===== config.mk =====
export PLATFORM = sky130hd
export DESIGN_NAME = freq_measure_mc
export DESIGN_NICKNAME = d
export VERILOG_FILES = /design/src/rtl/freq_measure_mc.sv
export SDC_FILE = /design/constraint.sdc
export NUM_CORES = 1
export LEC_CHECK = 0
export CORE_ASPECT_RATIO = 0.8
export CORE_MARGIN = 3
export CORE_UTILIZATION = 54
export CTS_BUF_LIST = sky130_fd_sc_hd__clkbuf_8
export DETAILED_ROUTE_END_ITERATION = 12
export PLACE_DENSITY_LB_ADDON = 0.3
export RECOVER_POWER = 50
export SLEW_MARGIN = 20
export SYNTH_ARGS = -nofsm -noshare
export SYNTH_HDL_FRONTEND = slang
export SYNTH_SLANG_ARGS = --single-unit
export TNS_END_PERCENT = 10

===== constraint.sdc =====
create_clock -name rx_clk -period 4 [get_ports rx_clk]
set_clock_uncertainty 0.2 [all_clocks]
set_input_delay 0.6 -clock rx_clk [delete_from_list [all_inputs] [get_ports rx_clk]]
set_output_delay 0.6 -clock rx_clk [all_outputs]
set_load 0.02 [all_outputs]

===== src/rtl/freq_measure_mc.sv =====
// Multi-channel gated frequency counter.
// Counts rising edges on NCH asynchronous inputs over a common gate window of
// GATE_n rx_clk cycles and latches saturated per-channel results plus an overflow
// flag. Single-shot or continuous; continuous windows are back-to-back with no
// dead cycle, so every edge pulse lands in exactly one window.
module freq_measure_mc #(
  parameter int unsigned NCH    = 4,
  parameter int unsigned CW     = 32,
  parameter int unsigned TW     = 32,
  parameter int unsigned GATE_0 = 20000,
  parameter int unsigned GATE_1 = 200000,
  parameter int unsigned GATE_2 = 2000000,
  parameter int unsigned GATE_3 = 20000000
) (
  input  logic              rx_clk,
  input  logic              cnt_clr,
  input  logic              start,
  input  logic              stop,
  input  logic              mode_cont,
  input  logic [1:0]        gate_sel,
  input  logic [NCH-1:0]    sig_in,
  output logic              busy,
  output logic              done,
  output logic              status,
  output logic [NCH*CW-1:0] cnt_num,
  output logic [NCH-1:0]    ovf
);

  // Timer is loaded with the window length minus one and the window closes at zero.
  localparam logic [TW-1:0] GateLast0 = TW'(GATE_0 - 1);
  localparam logic [TW-1:0] GateLast1 = TW'(GATE_1 - 1);
  localparam logic [TW-1:0] GateLast2 = TW'(GATE_2 - 1);
  localparam logic [TW-1:0] GateLast3 = TW'(GATE_3 - 1);

  typedef enum logic [0:0] {StIdle, StCount} state_e;

  function automatic logic [TW-1:0] gate_last(input logic [1:0] sel);
    unique case (sel)
      2'd0:    gate_last = GateLast0;
      2'd1:    gate_last = GateLast1;
      2'd2:    gate_last = GateLast2;
      default: gate_last = GateLast3;
    endcase
  endfunction

  logic [NCH-1:0] sync1_q, sync2_q, prev_q;
  logic [NCH-1:0] edge_pulse;

  state_e                 state_q;
  logic [TW-1:0]          timer_q;
  logic [NCH-1:0][CW-1:0] acc_q;
  logic [NCH-1:0][CW-1:0] acc_sum;
  logic [NCH-1:0]         sticky_q;
  logic [NCH-1:0]         sat_hit;
  logic                   busy_q, done_q, status_q;
  logic [NCH-1:0][CW-1:0] cnt_num_q;
  logic [NCH-1:0]         ovf_q;
  logic                   terminal;

  // Two-flop synchroniser per channel, followed by a history flop for edge detection.
  always_ff @(posedge rx_clk or negedge cnt_clr) begin
    if (!cnt_clr) begin
      sync1_q <= '0;
      sync2_q <= '0;
      prev_q  <= '0;
    end else begin
      sync1_q <= sig_in;
      sync2_q <= sync1_q;
      prev_q  <= sync2_q;
    end
  end

  assign edge_pulse = sync2_q & ~prev_q;
  assign terminal   = (timer_q == '0);

  // Saturating accumulate of this cycle's edge pulse; sat_hit flags a lost increment.
  always_comb begin
    sat_hit = '0;
    acc_sum = acc_q;
    for (int k = 0; k < int'(NCH); k++) begin
      sat_hit[k] = edge_pulse[k] & (&acc_q[k]);
      acc_sum[k] = acc_q[k] + {{(CW-1){1'b0}}, edge_pulse[k] & ~(&acc_q[k])};
    end
  end

  // Window control FSM with registered outputs.
  always_ff @(posedge rx_clk or negedge cnt_clr) begin
    if (!cnt_clr) begin
      state_q   <= StIdle;
      timer_q   <= '0;
      acc_q     <= '0;
      sticky_q  <= '0;
      busy_q    <= 1'b0;
      done_q    <= 1'b0;
      status_q  <= 1'b0;
      cnt_num_q <= '0;
      ovf_q     <= '0;
    end else begin
      done_q <= 1'b0;
      case (state_q)
        StIdle: begin
          // stop takes priority over a simultaneous start
          if (start && !stop) begin
            state_q  <= StCount;
            timer_q  <= gate_last(gate_sel);
            acc_q    <= '0;
            sticky_q <= '0;
            status_q <= 1'b0;
            busy_q   <= 1'b1;
          end
        end
        StCount: begin
          if (stop) begin
            // Abort: the partial window is discarded, held results stay untouched.
            state_q <= StIdle;
            busy_q  <= 1'b0;
          end else if (!terminal) begin
            timer_q  <= timer_q - 1'b1;
            acc_q    <= acc_sum;
            sticky_q <= sticky_q | sat_hit;
          end else begin
            // Terminal cycle: its own edge pulse still belongs to this window.
            cnt_num_q <= acc_sum;
            ovf_q     <= sticky_q | sat_hit;
            done_q    <= 1'b1;
            status_q  <= 1'b1;
            if (mode_cont) begin
              timer_q  <= gate_last(gate_sel);
              acc_q    <= '0;
              sticky_q <= '0;
            end else begin
              state_q <= StIdle;
              busy_q  <= 1'b0;
            end
          end
        end
        default: begin
          state_q <= StIdle;
          busy_q  <= 1'b0;
        end
      endcase
    end
  end

  assign busy    = busy_q;
  assign done    = done_q;
  assign status  = status_q;
  assign cnt_num = cnt_num_q;
  assign ovf     = ovf_q;

endmodule


==> flow_summary_export.csv, run 1 <==
group,metric,value,unit
placement,placed_area,0.0173,mm2
pwr,p_total,6490,uW
die,core,0.0278,mm2
timing,slew_viol_final,95,
worst_setup_path,worstPathCellList,"nand4_1, or4_1, or3_1, nor4_1, nor3b_1, ha_1, ha_1, nand3_1, nor3_1, and3_1, or3_1, a31oi_1",
placement,post-dp-hpwl,25.9,mm
cts,cts_buffer_depth,3,
worst_setup_path,startpoint,"acc_q[40]",
worst_setup_path,rr_endpoint,"acc_q[42]",
global_routing,grt_pass1_vias,12800,
die,io_pins,146,
timing,holdWs,152,ps
timing,fin_crit_sh,94.3,%
run_status,violations,"capacitance limit, slew limit",
final_layout,area_delta_synth_final,18.6,%
logic_synthesis,netlist_instances,1732,
cts,cts-root-buf,"clkbuf_8",
pwr,vdd_ir_drop_max,0.000252,V
final_layout,finalNetCount,1882,
global_routing,grt_max_degree,161,
die,rows,54,
worst_setup_path,cp_data_arrival_time,4060,ps
die,start_util,55.9,%
worst_setup_path,end_kind,"flip-flop",
cts,cts.sinks,312,
routing,vias,13500,
cts,cts-htree-levels,2,
routing,drtIter0Drc,1342,
logic_synthesis,synth_fp_nets,1759,
worst_setup_path,r2r-start,"acc_q[40]",
logic_synthesis,netlist_area,0.0155,mm2
logic_synthesis,seq_area_frac_synth,50.3,%
run_status,status,"finished with violations",
worst_setup_path,crit_fanout,7,
final_layout,fin_cells,2254,
logic_synthesis,synth_seq_cells,312,
timing,setup_tns,0,ps
routing,wirelength,39.9,mm
cts,cts_tree,"built",
timing,hold_viol,0,
routing,drc_errors,0,
logic_synthesis,avgSynthCellArea,8.96,um2
worst_setup_path,reg2regPathDepth,12,
hold_path,hp-class,"reg2reg",
pwr,leakagePower,0.00755,uW
logic_synthesis,synth_cell_types,56,
worst_setup_path,cpPeakStageDelay,590,ps
timing,rsz0062_at_grt,"no",
worst_setup_path,rrSetupSlack,230,ps
logic_synthesis,ys_warn_count,0,
logic_synthesis,synth-edff-count,0,
final_layout,final_area,0.0184,mm2
routing,wl_per_cell,17.7,um
timing,worst_pin_slew,2570,ps
die,dieArea,0.0308,mm2
placement,gp_congestion,0.905,
global_routing,grt-ovfl-total,0,
placement,port_buffers,145,
cts,clk-insertion-delay-late,590,ps
worst_setup_path,start_kind,"flip-flop",
cts,cts_inserted_buffers,50,
placement,dp_cells,2164,
pwr,p_per_area,353,mW/mm2
die,die_w,195,um
logic_synthesis,async_flop_share,100,%
timing,setup_viol_count_final,0,
worst_setup_path,crit_end,"acc_q[42]",
worst_setup_path,crit_slowest_cell,"or4_1",
final_layout,n_antenna_cell,0,
timing,fmax,265,MHz
timing,relSlewSlack,-71.2,%
global_routing,track_usage,25.9,%
global_routing,antenna_found_initial,0,
die,die_y,158,um
final_layout,layout-drive-gt1-share,6.51,%
worst_setup_path,crit_type,"reg2reg",
timing,period_needed,3770,ps
run,maxCapViolations,1,
routing,detail-route-antenna-nets,0,
routing,first_pass_iters,5,
worst_setup_path,worstPathRequired,4290,ps
global_routing,grt_pass1_wl,66.4,mm
cts,path_clk_slew,60,ps
logic_synthesis,synth_flop_cell,"dfrtp_1",
routing,via_per_inst,5.99,
power breakdown:
group / internal [uW] / leakage (uW) / switching, uW
sequential: 3210 / 0.00426 / 72.0
clock: 1550 / 0.000591 / 1270
combinational: 124 / 0.00270 / 265
worst max-delay path: cells and delay by family, from the launching register on:
family	cells	cell delay (ps)
flops	1	450
simple gates	9	2370
fa+ha+maj	2	490
compound gates	1	170
cells by family (layout without fill, tap and decap cells):
| logic type | count (synthesis) | in the layout | share of synthesized area (%) |
|---|---|---|---|
| xor gates and xnor gates | 117 | 117 | 6.61 |
| buffers and inverters | 136 | 294 | 3.54 |
| adders and majority gates | 16 | 16 | 1.29 |
| muxes | 7 | 7 | 0.452 |
| DFF | 312 | 312 | 50.3 |
| AOI/OAI and AO/OA | 467 | 467 | 16.6 |
| and+or+nand+nor | 677 | 677 | 21.2 |
metrics by stage:
stage	setup slack [ps]	utilization, %
4_1_cts	261	66.2
3_5_place_dp	253	62.5
5_1_grt	15.2	66.2
2_1_floorplan	294	-
3_3_place_gp	451	62.5
6_report	227	66.2
sequential cells by signal, indices dropped and copies added (netlist names):
| register | flops |
|---|---|
| timer_q | 32 |
| status | 1 |
| state_q | 1 |
| acc_q | 128 |
| busy | 1 |
| cnt_num | 128 |
| ovf | 4 |
| prev_q | 4 |
| sync1_q | 4 |
| sync2_q | 4 |
| done | 1 |
| sticky_q | 4 |
Yosys cell counts, drive strengths merged, types with 2 or more instances:
library cell | instances | area, um2
o22ai | 2 | 12.5
nand2b | 13 | 81.3
o31ai | 6 | 50.1
nand4 | 33 | 206
nand3 | 57 | 290
nand2 | 252 | 946
nor3b | 3 | 22.5
inv | 28 | 105
nor2b | 5 | 31.3
nor2 | 99 | 372
or4 | 12 | 90.1
o21ai | 230 | 1150
or3 | 48 | 300
xnor2 | 85 | 744
a31oi | 84 | 526
nor4 | 34 | 213
a31o | 2 | 17.5
ha | 16 | 200
and3 | 21 | 131
a21oi | 114 | 571
a22oi | 2 | 15.0
clkbuf | 81 | 304
nand3b | 2 | 15.0
or4b | 2 | 20.0
nor3 | 67 | 347
mux2i | 7 | 70.1
or2 | 4 | 25.0
o211a | 2 | 20.0
a22o | 9 | 78.8
xor2 | 32 | 280
and4 | 13 | 114
a21o | 5 | 37.5
dfrtp | 312 | 7810
and2 | 9 | 56.3
buf | 27 | 140
how the worst min path moves through the flow:
stage / endpoint / depth (start not counted) / slack, ps / startpoint
after detailed placement: sync2_q[1] / 0 / 140 / sync1_q[1]
after CTS: sync2_q[0] / 0 / 160 / sync1_q[0]
after floorplan: acc_q[0] / 0 / 100 / cnt_clr
after global placement: sync2_q[0] / 0 / 140 / sync1_q[0]
after global routing: sync2_q[1] / 0 / 160 / sync1_q[1]
final: sync2_q[0] / 0 / 150 / sync1_q[0]
routing by layer:
metal | up-vias | track usage (%) | share of wire, %
met5 | - | 0 | 0
met1 | 6512 | 37.5 | 46
met3 | 85 | 4.43 | 6.0
li1 | 6416 | - | -
met4 | 0 | 7.70 | 2.5
met2 | 487 | 40.6 | 45
cell usage in the layout (no fill, tap or decap), types with 23 or more instances in the layout:
master           synthesis  layout
nand2_1                252     251
buf_4                    0      23
o21ai_0                159     159
xnor2_1                 85      85
clkbuf_8                 0      67
clkdlybuf4s50_1          0      85
nand4_1                 33      33
xor2_1                  32      32
o21ai_1                 71      71
inv_1                   28      42
dlygate4sd3_1            0      60
dfrtp_1                312     312
a21oi_1                114     114
nand3_1                 56      56
nor3_1                  66      65
a31oi_1                 84      84
nor2_1                  99      97
or3_1                   48      48
nor4_1                  34      33
area by class of cell:
cell class              count  area (um2)
clock buffers              67         922
clock inverters            20         106
fillers                  2231        9380
inverters                  28         106
multi-input cells        1284        7200
flip-flops and latches    312        7810
well taps                 364         455
repair buffers            179        1800
what timing repair did:
item                                   4_1_cts  5_1_grt
endpoints found under the hold margin       92        0
hold buffers                                 1        0
gates resized for setup                      0        1
setup endpoints to repair                    0        6
setup buffers                                0        2
Note: power is estimated with default switching activity, not from simulation.
==> inputs of run 2 (changes only) <==
--- a/config.mk
+++ b/config.mk
@@ -7,8 +7,9 @@
 export LEC_CHECK = 0
 export CORE_ASPECT_RATIO = 0.8
 export CORE_MARGIN = 3
-export CORE_UTILIZATION = 54
+export CORE_UTILIZATION = 60
 export CTS_BUF_LIST = sky130_fd_sc_hd__clkbuf_8
+export CTS_CLUSTER_SIZE = 16
 export DETAILED_ROUTE_END_ITERATION = 12
 export PLACE_DENSITY_LB_ADDON = 0.3
 export RECOVER_POWER = 50
==> constraint.sdc (replaced) <==
create_clock -name rx_clk -period 3.51 [get_ports rx_clk]
set_clock_uncertainty 0.2 [all_clocks]
set_input_delay 0.5265 -clock rx_clk [delete_from_list [all_inputs] [get_ports rx_clk]]
set_output_delay 0.5265 -clock rx_clk [all_outputs]
set_load 0.02 [all_outputs]
==> run 2 against run 1 <==
Net effect:
- the flow still finishes with violations (capacitance limit, slew limit)
- worst setup slack worse by 94 ps
- register-to-register slack worse by 90 ps
- combinational power is 16% higher
- maximum frequency is 12% higher
- global-route usage is 2.2 points higher
- clock power is 5% higher
- sequential power is 14% higher
- core utilization is 8.2 points higher
- first-iteration DRC count is 23% higher
- largest cell class unchanged
==> flow_summary_export.csv, run 2 (synthesis gave the netlist of run 1 again) <==
group,metric,value,unit
cts,cts_tree,"built",
routing,via_per_inst,6.19,
final_layout,area_delta_synth_final,19.5,%
worst_setup_path,crit_type,"reg2reg",
worst_setup_path,crit_fanout,172,
cts,cts-root-buf,"clkbuf_8",
die,die_w,186,um
placement,gp_congestion,0.963,
timing,rsz0062_at_grt,"yes",
timing,relSlewSlack,-64.9,%
final_layout,final_cell_mix,"dfrtp_1 (308), nand2_1 (251), o21ai_0 (159)",
worst_setup_path,start_kind,"flip-flop",
placement,post-place-ws,-10.5,ps
worst_setup_path,end_kind,"flip-flop",
routing,first_pass_iters,6,
pwr,vdd_ir_drop_max,0.000228,V
run_status,status,"finished with violations",
cts,cts_buffer_depth,3,
timing,setup_tns,0,ps
placement,port_buffers,145,
die,core,0.0249,mm2
global_routing,grt_pass1_vias,12800,
routing,drtIter0Drc,1648,
cts,clk-insertion-delay-late,570,ps
worst_setup_path,worstPathRequired,3720,ps
worst_setup_path,cpPeakStageDelay,620,ps
cts,cts-htree-levels,2,
cts,cts_inserted_buffers,48,
run_status,violations,"capacitance limit, slew limit",
timing,setup_slack,133,ps
final_layout,n_antenna_cell,0,
final_layout,fin_cells,2228,
final_layout,layout_commonest_cell,"dfrtp_1",
final_layout,finalNetCount,1907,
cts,path_clk_slew,60,ps
die,dieArea,0.0278,mm2
timing,fmax,296,MHz
routing,detail-route-antenna-nets,0,
timing,period_needed,3380,ps
final_layout,nFillCells,1810,
placement,placed_area,0.0175,mm2
global_routing,grt_pass1_wl,64.3,mm
worst_setup_path,worstPathCellList,"inv_1, ha_1, or4b_1, or4_4, nor3_4, nand3_4, buf_12, nand2_1, o21ai_0",
timing,slew_viol_final,96,
timing,setup_viol_count_final,0,
routing,wirelength,39.2,mm
die,die_y,150,um
final_layout,final_area,0.0185,mm2
placement,post-dp-hpwl,25.8,mm
die,rows,51,
run,maxCapViolations,1,
hold_path,holdPathStages,0,
hold_path,hp-class,"reg2reg",
cts,cts.sinks,312,
routing,wl_per_cell,17.6,um
placement,dp_cells,2145,
routing,vias,13800,
worst_setup_path,cp_data_arrival_time,3580,ps
die,start_util,62.3,%
global_routing,antenna_found_initial,0,
global_routing,grt_max_degree,173,
timing,worst_pin_slew,2470,ps
final_layout,layout-drive-gt1-share,8.74,%
worst_setup_path,crit_slowest_cell,"or4_4",
routing,drc_errors,0,
pwr,p_per_area,385,mW/mm2
global_routing,grt-ovfl-total,0,
timing,fin_crit_sh,96.2,%
timing,hold_viol,0,
die,io_pins,146,
global_routing,track_usage,28.1,%
worst_setup_path,reg2regPathDepth,9,
pwr,leakagePower,0.00765,uW
run 2: changes by cell type in the layout (fill, tap and decap cells not counted), sizes merged:
cell and change:
clkdlybuf4s50 +3, clkbuf -7, dlygate4sd3 -3, bufinv -1, buf +28
run 2: repair_timing:
action,4_1_cts,5_1_grt
cloned,0,0
setup endpoints to repair,3,80
gates resized for setup,1,24
hold buffers,1,0
pin swaps,0,5
endpoints found under the hold margin,91,0
buffers inserted,0,2
run 2: final timing paths:
| kind | startpoint | end | slack (ps) |
|---|---|---|---|
| max in group asynchronous | cnt_clr | acc_q[8] | 440 |
| setup reg to reg | timer_q[0] | cnt_num[63] | 130 |
| hold / removal | sync1_q[0] | sync2_q[0] | 150 |
| min in group asynchronous | cnt_clr | cnt_num[43] | 1060 |
| setup / recovery | timer_q[0] | cnt_num[63] | 130 |
| hold reg to reg | sync1_q[0] | sync2_q[0] | 150 |
run 2: through the flow:
stage / hold WS [ps] / total power (uW) / util (%)
5_1_grt: 154 / 7410 / 74.5
3_5_place_dp: 136 / 4260 / 70.4
3_3_place_gp: 137 / 4240 / 70.4
6_report: 149 / 7130 / 74.5
2_1_floorplan: 30.9 / 4040 / -
4_1_cts: 149 / 7180 / 74.2
run 2: layer usage:
metal	global-route usage, %	vias up	share of wire [%]
met5	0	-	0
met4	6.40	0	1.9
met3	3.86	76	7.2
met2	43.3	579	45
met1	42.7	6671	45
li1	-	6462	-
run 2: area by class of cell:
type	count	area, um2	area share (%)
clock buffer	61	840	4.53
clock inverter	19	77.6	0.419
multi-input combinational	1284	7280	39.3
sequential	312	7810	42.2
timing repair buffer	206	2010	10.9
tap	318	398	2.15
inverter	28	105	0.567
run 2: critical path, delay by kind of cell, from the launching register on:
family | cells | cell delay [ps]
buf+inv | 2 | 350
compound gates | 1 | 100
flops | 1 | 410
fa+ha+maj | 1 | 150
simple gates | 5 | 1830
run 2: report_power, final:
group / switching [uW] / internal (uW)
Combinational: 302 / 149
Clock: 1390 / 1550
Sequential: 80.9 / 3660
Total: 1770 / 5360
